--- src/rtl/clk_div_ctrl.sv ---
// Clock-enable sequencer: derives phase-aligned 4f/2f/1f strobes from clk32f
// with IDLE -> WARMUP -> RUN sequencing. Optional en_8f output: CLK_DIV_CTRL_8F_EN.
module clk_div_ctrl #(
    parameter int WARMUP_CYC = 16,
    parameter int WCNT_W     = 8
) (
    input  logic       clk32f,
    input  logic       reset_L,
    input  logic       start,
    input  logic       stop,
    output logic       en_4f,
    output logic       en_2f,
    output logic       en_1f,
`ifdef CLK_DIV_CTRL_8F_EN
    output logic       en_8f,
`endif
    output logic       ready,
    output logic       busy,
    output logic [4:0] phase
);

    typedef enum logic [1:0] {IDLE, WARMUP, RUN} state_t;

    // Terminal warm-up count; unreachable when WARMUP_CYC is 0 since WARMUP is skipped.
    localparam logic [WCNT_W-1:0] WTERM =
        (WARMUP_CYC == 0) ? '0 : WCNT_W'(WARMUP_CYC - 1);

    state_t            state_q, state_d;
    logic [4:0]        cnt_q, cnt_d;
    logic [WCNT_W-1:0] wcnt_q, wcnt_d;
    logic              pend_q, pend_d;

    always_ff @(posedge clk32f or negedge reset_L) begin
        if (!reset_L) begin
            state_q <= IDLE;
            cnt_q   <= '0;
            wcnt_q  <= '0;
            pend_q  <= 1'b0;
        end else begin
            state_q <= state_d;
            cnt_q   <= cnt_d;
            wcnt_q  <= wcnt_d;
            pend_q  <= pend_d;
        end
    end

    always_comb begin
        state_d = state_q;
        cnt_d   = cnt_q;
        wcnt_d  = wcnt_q;
        pend_d  = pend_q;
        case (state_q)
            IDLE: begin
                cnt_d  = '0;
                wcnt_d = '0;
                pend_d = 1'b0;
                if (start && !stop)
                    state_d = (WARMUP_CYC == 0) ? RUN : WARMUP;
            end
            WARMUP: begin
                if (stop) begin
                    state_d = IDLE;
                    wcnt_d  = '0;
                end else if (wcnt_q == WTERM) begin
                    state_d = RUN;
                    cnt_d   = '0;
                    wcnt_d  = '0;
                end else begin
                    wcnt_d = wcnt_q + 1'b1;
                end
            end
            RUN: begin
                pend_d = pend_q | stop;
                cnt_d  = cnt_q + 5'd1;
                // Stop only takes effect at the end of a full 1f period.
                if (cnt_q == 5'd31 && (pend_q || stop)) begin
                    state_d = IDLE;
                    cnt_d   = '0;
                    pend_d  = 1'b0;
                end
            end
            default: begin
                state_d = IDLE;
                cnt_d   = '0;
                wcnt_d  = '0;
                pend_d  = 1'b0;
            end
        endcase
    end

    logic run;
    assign run   = (state_q == RUN);
    assign ready = run;
    assign busy  = (state_q != IDLE);
    assign phase = cnt_q;
    assign en_4f = run && (cnt_q[2:0] == 3'b111);
    assign en_2f = run && (cnt_q[3:0] == 4'b1111);
    assign en_1f = run && (cnt_q == 5'd31);
`ifdef CLK_DIV_CTRL_8F_EN
    assign en_8f = run && (cnt_q[1:0] == 2'b11);
`endif

endmodule

--- config.mk ---
export PLATFORM = sky130hd
export DESIGN_NAME = clk_div_ctrl
export DESIGN_NICKNAME = d
export VERILOG_FILES = /design/src/rtl/clk_div_ctrl.sv
export SDC_FILE = /design/constraint.sdc
export NUM_CORES = 1
export LEC_CHECK = 0
export ABC_AREA = 1
export BUFFER_PORTS_ARGS = -buffer_cell sky130_fd_sc_hd__buf_2
export CAP_MARGIN = 20
export CORE_UTILIZATION = 50
export CTS_CLUSTER_DIAMETER = 50
export DETAILED_ROUTE_END_ITERATION = 8
export PLACE_DENSITY = 0.73
export SKIP_CTS_REPAIR_TIMING = 1
export SYNTH_ARGS = -nofsm -noshare
export SYNTH_HDL_FRONTEND = slang
export SYNTH_SLANG_ARGS = --single-unit
--- constraint.sdc ---
create_clock -name clk32f -period 2 [get_ports clk32f]
set_clock_uncertainty 0.2 [all_clocks]
set_input_delay 0.2 -clock clk32f [delete_from_list [all_inputs] [get_ports clk32f]]
set_output_delay 0.2 -clock clk32f [all_outputs]
set_load 0.005 [all_outputs]
==> metrics.txt, run 1 <==
Yosys cell types 23; CP max stage cell dfrtp_1; Nets 144; layout cells sized above 1 ~23%; CP endpoint kind output port; Inserted Clock Buffers 3; final setup fails 0; crit start category flip-flop; Crit path max-delay family flip-flops; Met3 Routed Length ~50 microns; Slew Limit Fails 0; WP data required around 1600 ps; drt first pass iters 4; Ports 14; dpl hpwl 1370 microns; yosys warns 0; Max stage delay on crit path between 400 and 500 ps; final hold vios 0; placed insts ~160; vias per inst 4.93; Total Neg Setup Slack 0 ps; leakage power around 0.54 nW; # port buffers 13; CTS tree built; crit path cell chain ha_2 -> inv_1 -> nor3_2 -> ha_1 -> inv_1 -> nor2_1 -> buf_2; die outline area roughly 2000 sq um; Placement Rows 15; Final ANT Viol Nets 0; initial antenna violation count 0; gr usage total 21.5%; maximum clock frequency ~530 MHz; first-pass GRT wire length slightly above 3000 microns; worst-skew pair later-pin latency 280 ps; syn_nets 126; syn avg cell area a little under 8 sq um; Worst IR Drop VDD 0.419 mV; # H-tree levels 1; clock sink count 16; vias in the first global route 729; Worst-path clk slew approximately 90 ps; grt total ovfl 0; Die Ht 45.0 microns; met2 routed WL between 800 and 900 microns; crit-path max FO 5; buffers and inverters on the worst path 3; outcome completed; Top Layer Used met4; DR vias slightly below 800; Tcrit/Tclk final around 94%; Initial Util between 50% and 60%; final WL roughly 1800 microns; worst min-delay path class in -> reg; DRT iter0 DRCs 20; most frequent cells in the layout nand2_1, dfrtp_1, inv_1; commonest non-fill, non-tap cell in the layout nand2_1; Clock Path Buffers 2; Final Non-Filler Cells 160; Hold WS roughly 56 ps; die span in x 45.0 microns; Slew headroom 68.2%; WP data arrival 1490 ps; RD Place Congestion approximately 0.82; root buf cell clkbuf_4; min cycle time layout between 1500 and 2000 ps; sequential cell area fraction in the yosys report between 40% and 50%; power per cell area a little over 700 nW/um^2; largest net degree at the start of global routing 17; Cells after Synth roughly 120; Slew @ Worst Pin about 480 ps; Synth Register Bits 16; area grow syn2layout 15.0%; Avg WL per Cell 11.3 microns; Worst Setup Path Type reg -> out; # Max-Cap Violations 0; DRC 0; Top cell by count, worst path inv_1; M1 WL 837 microns; Core Box Area between 1500 and 2000 sq um; # diodes 0; cell area after synthesis approximately 920 sq um
-- layer usage --
layer  track usage, %  vias up
li1                 -      410
met1             24.6      363
met2             37.1       13
met3             5.20        2
met4             10.9        0
met5                0        -
-- worst min-delay path, stage by stage --
cell     delay, ps
buf_2          110
inv_1           70
nand4_1         90
nand2_1         40
-- through the flow --
stage / utilization (%) / worst slack [ps] / cell area [sq um] / total power [mW]
global route: 61.5 / -19.8 / 1060 / 0.817
finish: 61.5 / 111 / 1060 / 0.764
global placement: 58.4 / 349 / 1010 / 0.550
floorplan: - / 382 / 923 / 0.501
CTS: 60.5 / 59.6 / 1040 / 0.767
detailed placement: 58.4 / 270 / 1010 / 0.555
-- power by group --
group / internal, mW / switching, mW
Combinational: 0.0568 / 0.111
Clock: 0.111 / 0.104
Sequential: 0.350 / 0.0315
Total: 0.517 / 0.246
-- logic make-up (layout without fill, tap and decap cells) --
kind of cell | after synthesis | after routing | synth area share, %
compound gates | 9 | 9 | 5.83
fa+ha+maj | 4 | 4 | 5.42
simple gates | 67 | 67 | 34.0
xor+xnor | 3 | 3 | 2.85
buf+inv | 19 | 36 | 8.54
flops | 16 | 16 | 43.4
-- synthesized netlist by cell type --
cell type,n,share of area [%]
nand2_1,32,13
dfrtp_1,16,43
inv_1,15,6.1
nor2_1,14,5.7
nand3_1,10,5.4
ha_1,4,5.4
inv_2,3,1.2
nor2_2,3,2.0
o21ai_1,3,1.6
a21oi_1,2,1.1
nand4_1,2,1.4
nor2_4,2,2.4
xnor2_1,2,1.9
a22o_1,1,0.95
a31o_2,1,0.95
buf_6,1,1.2
nand3_2,1,1.1
nor3_1,1,0.54
nor3_2,1,1.1
nor4_2,1,1.4
o21ai_0,1,0.54
o22ai_1,1,0.68
xor2_1,1,0.95
-- area by class of cell --
class                           instances  area, sq um
Fill cell                             175          664
Inverter                               18         67.6
Sequential cell                        16          400
Tap cell                               25         31.3
Clock buffer                            4         36.3
Timing Repair Buffer                   14         75.1
Multi-Input combinational cell         83          452
-- state kept, by name (all words and copies together) (netlist names) --
name / count
pend_q: 1
phase: 5
wcnt_q: 8
state_q: 2
-- path summary, 6_finish.rpt --
path,start,endpoint,slack [ps],cells past startpoint
max,phase[0]$_DFFE_PN0P_,en_1f,110,7
min,stop,wcnt_q[5]$_DFFE_PN0N_,60,4
max reg2reg,phase[0]$_DFFE_PN0P_,state_q[1]$_DFFE_PN0P_,290,8
min reg2reg,phase[0]$_DFFE_PN0P_,phase[0]$_DFFE_PN0P_,350,1
max in group asynchronous,reset_L,wcnt_q[6]$_DFFE_PN0N_,1170,2
min in group asynchronous,reset_L,wcnt_q[2]$_DFFE_PN0N_,150,2
Note: power is estimated with default switching activity, not from simulation.
==> inputs of run 2 (changes only) <==
- GPL_TIMING_DRIVEN: default -> 0
- SETUP_SLACK_MARGIN: default -> 0.2
- clock period: 2 -> 1.8 ns (I/O delays scaled with it)
==> metrics.txt, run 2 (synthesized netlist as in run 1, its figures left out) <==
crit-path max FO 4 (was 5); DR vias 893 (was 788); Final ANT Viol Nets 0 (unchanged); Core Box Area 1730 sq um (unchanged); min cycle time layout 1910 ps; first-pass GRT wire length 3120 microns (was 3070 microns); buffers and inverters on the worst path 3 (unchanged); GRT busiest layer met2 (unchanged); CTS tree built (unchanged); CP max stage cell dfrtp_1 (unchanged); dpl hpwl 1430 microns (was 1370 microns); WP data required 1420 ps (was 1600 ps); grt total ovfl 0 (unchanged); Worst Setup Path Type reg -> out (unchanged); CP endpoint kind output port (unchanged); # port buffers 13 (unchanged); Inserted Clock Buffers 3 (unchanged); DRC 0 (unchanged); R2R Path End phase[0]$_DFFE_PN0P_ (was state_q[1]$_DFFE_PN0P_); FF-to-FF setup slack -30 ps (was 290 ps); Slew @ Worst Pin 502 ps (was 476 ps); WP data arrival 1530 ps (was 1490 ps); Hold Crit Start stop (unchanged); met2 Track Usage GR 37.7% (was 37.1%); Total Neg Setup Slack -189 ps (was 0 ps); gr usage total 21.6% (was 21.5%); Die Ht 45.0 microns (unchanged); Avg WL per Cell 13.3 microns (was 11.3 microns); power per cell area 717 nW/um^2 (was 719 nW/um^2); Worst-path clk slew 100 ps (was 90 ps); worst min-delay path class in -> reg (unchanged); Slew Limit Fails 0 (unchanged); footprint of the multi-input gates 528 sq um (was 452 sq um); Initial Util 53.5% (unchanged); crit path cell chain ha_2 -> inv_2 -> nor3_4 -> ha_2 -> inv_2 -> nor2_1 -> buf_2 (was ha_2 -> inv_1 -> nor3_2 -> ha_1 -> inv_1 -> nor2_1 -> buf_2); most flop-heavy register wcnt_q (unchanged); drt first pass iters 4 (unchanged); Worst Hold End pend_q$_DFFE_PN0N_ (was wcnt_q[5]$_DFFE_PN0N_); violated checks negative setup slack; worst-skew pair later-pin latency 300 ps (was 280 ps); Clock Path Buffers 2 (unchanged); root buf cell clkbuf_4 (unchanged); vias per inst 5.10 (was 4.93); reg2reg path depth 9 (was 8); dpl ws -87.8 ps (was 270 ps); GR Util met1 26.2% (was 24.6%); final setup fails 5 (was 0); clock sink count 16 (unchanged); RD Place Congestion 0.807 (was 0.816); Slew headroom 66.4% (was 68.2%); vias in the first global route 744 (was 729); crit start category flip-flop (unchanged); Crit path max-delay family adder cells (was flip-flops); layout cells sized above 1 40.0% (was 23.0%); Ports 14 (unchanged); die outline area 2020 sq um (unchanged); Tcrit/Tclk final 106%; Worst IR Drop VDD 0.623 mV (was 0.419 mV); FILL cells 126 (was 175); # diodes 0 (unchanged); WHS Path Cells 3 (was 4); leakage power 0.664 nW (was 0.542 nW); area grow syn2layout 36.4% (was 15.0%); commonest non-fill, non-tap cell in the layout nand2_1 (unchanged); # H-tree levels 1 (unchanged); final worst slack -111 ps (was 111 ps); final hold vios 0 (unchanged); GR met3 Demand/Resource 2.40% (was 5.20%); RSZ-0062 raised after global routing true; placed insts 156 (was 155); max reg flops 8 (unchanged); Max stage delay on crit path 420 ps (about the same); DRT iter0 DRCs 16 (was 20); outcome finished with violations (was completed); Final Non-Filler Cells 175 (was 160); Nets 159 (was 144); Placement Rows 15 (unchanged); final WL 2320 microns (was 1800 microns); Sequential cell area 402 sq um (was 400 sq um); most frequent cells in the layout nand2_1, dfrtp_1, buf_2 (was nand2_1, dfrtp_1, inv_1); # Max-Cap Violations 0 (unchanged); largest net degree at the start of global routing 17 (unchanged); RR Startpoint phase[0]$_DFFE_PN0P_ (unchanged); initial antenna violation count 0 (unchanged); maximum clock frequency between 500 and 600 MHz; die span in x 45.0 microns (unchanged); Hold WS 39.3 ps (was 55.9 ps)
run 2: area by class of cell:
type                       count  area share [%]
multi-input combinational     83            41.9
sequential                    16            31.9
timing repair buffer          28            14.4
inverter                      18            5.56
clock buffer                   4            2.88
tap                           25            2.48
buffer                         1           0.894
run 2: metrics by stage:
| stage | power [mW] | util (%) | area (sq um) |
|---|---|---|---|
| floorplan | 0.557 | - | 923 |
| finish | 0.903 | 73.0 | 1260 |
| global placement | 0.610 | 59.1 | 1020 |
| global route | 0.938 | 73.0 | 1260 |
| CTS | 0.858 | 61.2 | 1060 |
| detailed placement | 0.616 | 59.1 | 1020 |
run 2: how the worst max path moves through the flow:
stage | from | slack (ps) | end | cells past startpoint
2_1_floorplan | phase[0]$_DFFE_PN0P_ | 180 | state_q[1]$_DFFE_PN0P_ | 8
3_3_place_gp | phase[0]$_DFFE_PN0P_ | 30 | state_q[0]$_DFFE_PN0P_ | 8
3_5_place_dp | phase[0]$_DFFE_PN0P_ | -90 | state_q[0]$_DFFE_PN0P_ | 8
4_1_cts | phase[0]$_DFFE_PN0P_ | -220 | en_1f | 7
5_1_grt | phase[0]$_DFFE_PN0P_ | -150 | en_1f | 7
6_report | phase[0]$_DFFE_PN0P_ | -110 | en_1f | 7
run 2: power breakdown:
part	leakage, nW	internal [mW]	total [mW]	switching (mW)
Combinational	0.425	0.0775	0.226	0.148
Sequential	0.219	0.391	0.430	0.0387
Clock	0.0210	0.123	0.248	0.124
run 2: metal layers:
layer | vias to the layer above | wire [microns]
met1 | 429 | 965
met4 | 0 | 22
met5 | - | 0
met2 | 24 | 1270
li1 | 436 | -
met3 | 4 | 60
run 2: worst reg2reg max path, delay by kind of cell, from the launching register on:
family          cells  cell delay, ps
compound gates      2             220
buf+inv             4             350
flops               1             420
fa+ha+maj           2             420
simple gates        1             110
